File: src/rtl/eight_bit_1_2_demux_buf.sv
// 1:2 byte demultiplexer with a one-entry valid/ready buffer per output channel
// and per-channel accept counters. Define AUTO_ALT_EN to alternate channels on each accept instead of using s.
module eight_bit_1_2_demux_buf (
   input  logic       clk,
   input  logic       rst,
   input  logic [7:0] in_data,
   input  logic       in_valid,
   output logic       in_ready,
   input  logic       s,
   output logic [7:0] out_a,
   output logic       a_valid,
   input  logic       a_ready,
   output logic [7:0] out_b,
   output logic       b_valid,
   input  logic       b_ready,
   output logic [7:0] cnt_a,
   output logic [7:0] cnt_b
);

   logic       tgt;
   logic       accept;
   logic       load_a;
   logic       load_b;

   logic [7:0] out_a_q, out_a_d;
   logic [7:0] out_b_q, out_b_d;
   logic       a_valid_q, a_valid_d;
   logic       b_valid_q, b_valid_d;
   logic [7:0] cnt_a_q, cnt_a_d;
   logic [7:0] cnt_b_q, cnt_b_d;

`ifdef AUTO_ALT_EN
   logic alt_q, alt_d;
   logic unused_s;

   // Route select is ignored in alternating mode.
   assign unused_s = s;
   assign tgt      = alt_q;

   always_comb begin
      alt_d = alt_q;
      if (accept) alt_d = ~alt_q;
   end

   always_ff @(posedge clk) begin
      if (rst) alt_q <= 1'b0;
      else     alt_q <= alt_d;
   end
`else
   assign tgt = s;
`endif

   // Only the targeted buffer gates acceptance; the other channel drains freely.
   always_comb begin
      in_ready = 1'b0;
      if (tgt) in_ready = !b_valid_q || b_ready;
      else     in_ready = !a_valid_q || a_ready;
   end

   assign accept = in_valid && in_ready;
   assign load_a = accept && !tgt;
   assign load_b = accept && tgt;

   always_comb begin
      out_a_d   = out_a_q;
      out_b_d   = out_b_q;
      a_valid_d = a_valid_q;
      b_valid_d = b_valid_q;
      cnt_a_d   = cnt_a_q;
      cnt_b_d   = cnt_b_q;

      if (a_valid_q && a_ready) a_valid_d = 1'b0;
      if (b_valid_q && b_ready) b_valid_d = 1'b0;

      // A load wins over a same-cycle drain so the channel streams without a bubble.
      if (load_a) begin
         out_a_d   = in_data;
         a_valid_d = 1'b1;
         cnt_a_d   = cnt_a_q + 8'd1;
      end
      if (load_b) begin
         out_b_d   = in_data;
         b_valid_d = 1'b1;
         cnt_b_d   = cnt_b_q + 8'd1;
      end
   end

   always_ff @(posedge clk) begin
      if (rst) begin
         out_a_q   <= 8'h00;
         out_b_q   <= 8'h00;
         a_valid_q <= 1'b0;
         b_valid_q <= 1'b0;
         cnt_a_q   <= 8'h00;
         cnt_b_q   <= 8'h00;
      end else begin
         out_a_q   <= out_a_d;
         out_b_q   <= out_b_d;
         a_valid_q <= a_valid_d;
         b_valid_q <= b_valid_d;
         cnt_a_q   <= cnt_a_d;
         cnt_b_q   <= cnt_b_d;
      end
   end

   assign out_a   = out_a_q;
   assign out_b   = out_b_q;
   assign a_valid = a_valid_q;
   assign b_valid = b_valid_q;
   assign cnt_a   = cnt_a_q;
   assign cnt_b   = cnt_b_q;

endmodule

File: config.mk
export PLATFORM = sky130hd
export DESIGN_NAME = eight_bit_1_2_demux_buf
export DESIGN_NICKNAME = d
export VERILOG_FILES = /design/src/rtl/eight_bit_1_2_demux_buf.sv
export SDC_FILE = /design/constraint.sdc
export NUM_CORES = 1
export LEC_CHECK = 0
export ABC_AREA = 0
export BUFFER_PORTS_ARGS = -buffer_cell sky130_fd_sc_hd__buf_4
export CAP_MARGIN = 20
export CORE_UTILIZATION = 44
export CTS_CLUSTER_SIZE = 25
export DETAILED_ROUTE_END_ITERATION = 12
export HOLD_SLACK_MARGIN = 0.08
export PLACE_DENSITY = 0.87
export SETUP_SLACK_MARGIN = 0.02
export SLEW_MARGIN = 20
export SYNTH_ARGS = -nofsm -noshare
export SYNTH_HDL_FRONTEND = slang
export SYNTH_SLANG_ARGS = --single-unit
File: constraint.sdc
create_clock -name clk -period 1.18 [get_ports clk]
set_input_delay 0.236 -clock clk [delete_from_list [all_inputs] [get_ports clk]]
set_output_delay 0.236 -clock clk [all_outputs]
set_load 0.01 [all_outputs]
==> results of run 1 <==
[where the power goes]
group	leakage (uW)	internal (uW)	total (uW)	switching (uW)
Sequential	0.000284	1180	1210	27.5
Clock	0.0000353	289	679	391
Combinational	0.000724	227	437	210
Total	0.00104	1700	2330	628
[layout make-up]
cell class / instances / area [sq um] / area share (%)
multi-input cells: 121 / 936 / 36.6
repair buffers: 87 / 800 / 31.2
flip-flops and latches: 34 / 708 / 27.7
clock buffers: 7 / 55.1 / 2.15
well taps: 44 / 55.1 / 2.15
clock inverters: 1 / 5.00 / 0.196
[worst min-delay path, cell delays in order]
cell	delay, ns
buf_4	0.12
nand2_2	0.05
a21oi_2	0.04
[sequential cells by signal (all words and copies together), names as in the netlist]
name     flops
a_valid      1
b_valid      1
cnt_a        8
cnt_b        8
out_a        8
out_b        8
[per-layer routing]
layer  GRT usage (%)  part of all wire (%)
met5               0                     0
met4            10.5                   2.4
met1            27.6                    40
met2            41.2                    53
met3            8.13                   3.7
[worst paths after layout]
kind | from | endpoint | slack (ns) | cells past startpoint
max | b_valid | in_ready | -0.19 | 4
min | in_data[6] | out_b[6] | 0.13 | 3
max reg2reg | b_valid | cnt_b[5] | -0.17 | 6
min reg2reg | out_a[1] | out_a[1] | 0.46 | 2
[cells by family after synthesis]
family                   count (synthesis)
flip-flops                              34
AO/OA/AOI/OAI                           22
adder cells (fa/ha/maj)                  2
AND/OR/NAND/NOR                         83
XOR/XNOR                                13
buffers and inverters                   10
[stage by stage]
step	util, %	power, uW
5_1_grt	83.8	2410
6_report	83.8	2330
2_1_floorplan	-	1380
3_3_place_gp	65.7	1520
4_1_cts	75.2	2270
3_5_place_dp	65.7	1530
[cells in the final DEF, fill, tap and decap left out, types with 7 or more instances in the layout]
cell,count
dfxtp_2,10
buf_6,27
nor2_1,15
a21oi_2,14
nand2_1,23
dfxtp_1,20
nand2_2,16
a21oi_1,7
xnor2_1,7
buf_4,57
[what timing repair did]
item | 4_1_cts | 5_1_grt
buffers inserted | 11 | 12
cloned | 2 | 1
gates resized for setup | 42 | 51
endpoints found under the hold margin | 0 | 0
setup endpoints to repair | 37 | 41
pin swaps | 10 | 38
==> results.ini, run 1 <==
[sta]
post-route-period-util_pct = 116
max_slew_margin_pct = 71.5
hold_violations = 0
worstMarginPinSlew_ns = 0.428
rsz0062_at_grt = true
setup_ws_ns = -0.191
hold_slack_ns = 0.128
finalCriticalPeriod_ns = 1.37
setup_viol = 23
setup_tns_ns = -2.01
fmax_mhz = 730
maxSlewViolCount = 0
finalClockSkew_ns = 0.0163

[worst_setup_path]
cp_top_family = flip-flops
cp_max_fo = 2
cp.required_ns = 0.94
cp-start-kind = register
crit_chain = nor2b_4 -> buf_12 -> a21oi_2 -> buf_4
critical_path_class = register to primary output
slowest_stage = dfxtp_2
cp_slowest_stage_delay_ns = 0.33
crit_buf_inv = 2
crit_path_end_kind = primary output
arrival_ns = 1.13

[clock_network]
hold_buffers = 0
h-tree-depth = 2
cts-root-buf = clkbuf_4
cts-buffers-inserted = 5
insertion_delay_ns = 0.34
clockBufferDepth = 2
clkSlewWorstSetupHoldPaths_ns = 0.11
cts.sinks = 34
cts_tree = yes

[global_routing]
overflow = 0
grt_pass1_wl_microns = 5960
grt_start_max_net_pins = 35
gr-usage-all-layers_pct = 24.2
grt_pass1_vias = 1295
antenna_found_initial = 0

[logic_synthesis]
yosys.cell_types.count = 27
synth_edf_count = 0
synth_flop_cell = dfxtp_1
synth-adder-area-share_pct = 1.78
synth_fp_nets = 180
synth.top_cell.area_share_pct = 48.4
synth_area_leader_cell = dfxtp_1
yosys.cell_count.top_type = nand2_1
yosys_warnings = 0
synth_mux_area_share_pct = 0
ys_seq_area_share_pct = 48.4
netlist_area_sq_um = 1410
syn_inst = 164
synth-simple-area-share_pct = 29.7
synth_seq_cells = 34
async_flop_share_pct = 0
synth_xor_area_share_pct = 8.10
postSynthAreaPerCell_sq_um = 8.58
synth_top_family_by_area = simple AND/OR/NAND/NOR gates
synth_compound_area_share_pct = 7.83
synthTopCellsByArea = dfxtp_1, nand2_1, a21oi_1
synth_common_cells = nand2_1, dfxtp_1, a21oi_1

[place]
dpl.hpwl_microns = 2320
port_buffers = 48
placed_cell_area_sq_um = 2000
place_ws_ns = -0.113
place.gp.congestion = 0.817
place_inst = 264

[drt]
first_iter_violations = 36
viasPerCell = 5.03
drc_errors = 0
first_pass_iters = 4
drt-total-wl_microns = 4450
routedWlPerCell_microns = 15.1
vias = 1480
antenna_left = 0

[power_and_ir_drop]
powerDensity_nw_per_um2 = 909
p_leak_uw = 0.00104
peakVddDrop_uv = 797

[final_layout]
drive_above_1_share_pct = 65.2
nNetsFinal = 265
instances_no_fill = 294
syn2layout_area_growth_pct = 81.9
n_fill_cell = 175
diodes = 0
final_area_sq_um = 2560

[floorplan]
core_sq_um = 3050
rows = 20
dieArea_sq_um = 3430
ioPinCount = 49
die_x_microns = 58.5
start_util_pct = 46.1
die_height_microns = 58.5

[outcome]
status = finished with violations
violations = negative setup slack

[job]
drv_cap = 0

[hold_path]
hp-class = input port to register

Note: power is estimated with default switching activity, not from simulation.
==> inputs of run 2 (changes only) <==
--- a/config.mk
+++ b/config.mk
@@ -8,6 +8,7 @@
 export ABC_AREA = 0
 export BUFFER_PORTS_ARGS = -buffer_cell sky130_fd_sc_hd__buf_4
 export CAP_MARGIN = 20
+export CORE_MARGIN = 1
 export CORE_UTILIZATION = 44
 export CTS_CLUSTER_SIZE = 25
 export DETAILED_ROUTE_END_ITERATION = 12
==> constraint.sdc (replaced) <==
create_clock -name clk -period 1.23 [get_ports clk]
set_input_delay 0.246 -clock clk [delete_from_list [all_inputs] [get_ports clk]]
set_output_delay 0.246 -clock clk [all_outputs]
set_load 0.01 [all_outputs]
==> run 2 against run 1 <==
The run still ends with negative setup slack left. Worst hold slack better by 0.023 ns. Critical path depth unchanged. Combinational power down 29%. Sequential cell count unchanged. First-iteration DRC count up 5.6%. Clock skew down 0.013 ns. Register-to-register slack better by 0.15 ns. Total power down 9.0%. Largest power group unchanged. Wire length down 19%. Setup slack better by 0.15 ns.
==> results.ini, run 2 (same netlist as run 1, synthesis figures left out) <==
[outcome]
status = finished with violations  ; unchanged
violations = negative setup slack  ; unchanged

[drt]
antenna_left = 0  ; unchanged
vias = 1348  ; was 1,480
first_pass_iters = 6  ; was 4
first_iter_violations = 38  ; was 36
viasPerCell = 4.87  ; was 5.03
drt-total-wl_microns = 3580  ; was 4450 microns
drc_errors = 0  ; unchanged
routedWlPerCell_microns = 12.9  ; was 15.1 microns

[clock_network]
insertion_delay_ns = 0.34  ; about the same
cts.sinks = 34  ; unchanged
h-tree-depth = 2  ; unchanged
clockBufferDepth = 2  ; unchanged
cts_tree = yes  ; unchanged
clkSlewWorstSetupHoldPaths_ns = 0.10  ; was 0.11 ns
cts-root-buf = clkbuf_4  ; unchanged
cts-buffers-inserted = 5  ; unchanged
hold_buffers = 0  ; unchanged

[sta]
post-route-period-util_pct = 103
finalCriticalPeriod_ns = 1.27
worstMarginPinSlew_ns = 0.360  ; was 0.428 ns
rsz0062_at_grt = true  ; unchanged
max_slew_margin_pct = 75.9  ; was 71.5%
hold_violations = 0  ; unchanged
maxSlewViolCount = 0  ; unchanged
setup_ws_ns = -0.0395  ; was -0.191 ns
setup_viol = 2  ; was 23
fmax_mhz = 788
finalClockSkew_ns = 0.00306  ; was 0.0163 ns

[worst_setup_path]
crit_buf_inv = 1  ; was 2
r2r_slack_ns = -0.02  ; was -0.17 ns
crit_path_end_kind = primary output  ; unchanged
arrival_ns = 1.02  ; was 1.13 ns
r2r_cells = 6  ; unchanged
critical_path_class = register to primary output  ; unchanged
slowest_stage = dfxtp_2  ; unchanged
crit_chain = nand2b_4 -> nor2_4 -> a21oi_2 -> buf_4  ; was nor2b_4 -> buf_12 -> a21oi_2 -> buf_4
r2r_end = cnt_b[0]  ; was cnt_b[5]
cp-start-kind = register  ; unchanged
cp_top_family = flip-flops  ; unchanged
cp_slowest_stage_delay_ns = 0.36  ; was 0.33 ns
r2r_start = b_valid  ; unchanged
cp.required_ns = 0.98  ; was 0.94 ns
cp_max_fo = 2  ; unchanged

[global_routing]
grt_pass1_vias = 1233  ; was 1,295
grt_start_max_net_pins = 35  ; unchanged
antenna_found_initial = 0  ; unchanged
gr-usage-all-layers_pct = 21.5  ; was 24.2%
grt_pass1_wl_microns = 5440  ; was 5960 microns
overflow = 0  ; unchanged

[place]
port_buffers = 48  ; unchanged
place.gp.congestion = 0.805  ; was 0.817
place_ws_ns = -0.427  ; was -0.113 ns
dpl.hpwl_microns = 2220  ; was 2320 microns

[final_layout]
utilization_pct = 72.0  ; was 83.8%
diodes = 0  ; unchanged
layout.cells.most_common = buf_4  ; unchanged
drive_above_1_share_pct = 47.6  ; was 65.2%
nNetsFinal = 248  ; was 265
final_cell_mix = buf_4, nand2_1, dfxtp_1, a21oi_1, nor2_1  ; was buf_4, buf_6, nand2_1, dfxtp_1, nand2_2
syn2layout_area_growth_pct = 56.2  ; was 81.9%

[power_and_ir_drop]
powerDensity_nw_per_um2 = 963  ; was 909 nW/um^2
peakVddDrop_uv = 738  ; was 797 uV
p_leak_uw = 0.000911  ; was 0.00104 uW

[floorplan]
die_x_microns = 58.5  ; unchanged
die_height_microns = 58.5  ; unchanged
core_sq_um = 3050  ; unchanged
dieArea_sq_um = 3430  ; unchanged
ioPinCount = 49  ; unchanged
start_util_pct = 46.1  ; unchanged
rows = 20  ; unchanged

[job]
drv_cap = 0  ; unchanged

[hold_path]
hp-class = input port to register  ; unchanged
min_to = out_b[6]  ; unchanged
hold_start = in_data[6]  ; unchanged
whs_path_depth = 3  ; unchanged

-- run 2: what timing repair did --
action / in CTS / in global routing
gates cloned: 0 / 1
buffers inserted: 3 / 2
pin swaps: 7 / 14
gates resized for setup: 21 / 29
endpoints found under the setup margin: 29 / 30
-- run 2: area by class of cell --
cell class	instances	area (sq um)
timing repair buffer	70	582
multi-input combinational	121	802
clock buffer	7	55.1
clock inverter	1	5.00
fill	243	856
sequential	34	698
tap	44	55.1
-- run 2: per-layer routing --
| layer | track usage [%] | wire, microns |
|---|---|---|
| met3 | 8.13 | 191 |
| met4 | 10.5 | 99 |
| met2 | 35.8 | 1760 |
| met5 | 0 | 0 |
| met1 | 24.3 | 1530 |
-- run 2: per-stage QoR --
step	std cells	total power (uW)	hold WS (ns)	instance area (sq um)	setup TNS, ns
detailed placement	263	1450	0.447	1900	-8.12
floorplan	164	1320	0.382	1420	0
global route	277	2230	0.121	2200	-0.457
CTS	274	2110	0.138	2080	-0.147
global placement	263	1440	0.442	1900	-6.69
finish	277	2120	0.150	2200	-0.0563
-- run 2: worst max path at each step --
stage	cells past startpoint	endpoint	from	slack [ns]
after floorplan	6	out_b[0]	b_valid	0.03
after global placement	6	cnt_b[0]	b_ready	-0.36
after detailed placement	6	cnt_b[0]	b_ready	-0.43
after CTS	4	in_ready	a_valid	-0.05
after global routing	4	in_ready	a_valid	-0.1
final	4	in_ready	a_valid	-0.04
-- run 2: worst reg2reg max path, cell delays in order (launching register included) --
cell and delay, ns:
dfxtp_2 0.34, nor2b_4 0.15, buf_6 0.20, nor2_1 0.07, buf_4 0.19, xnor2_1 0.14
nor2_1 0.05
-- run 2: power by group --
part | switching (uW) | internal, uW | total [uW]
registers | 22.9 | 1140 | 1160
clock network | 366 | 277 | 643
logic | 154 | 158 | 312
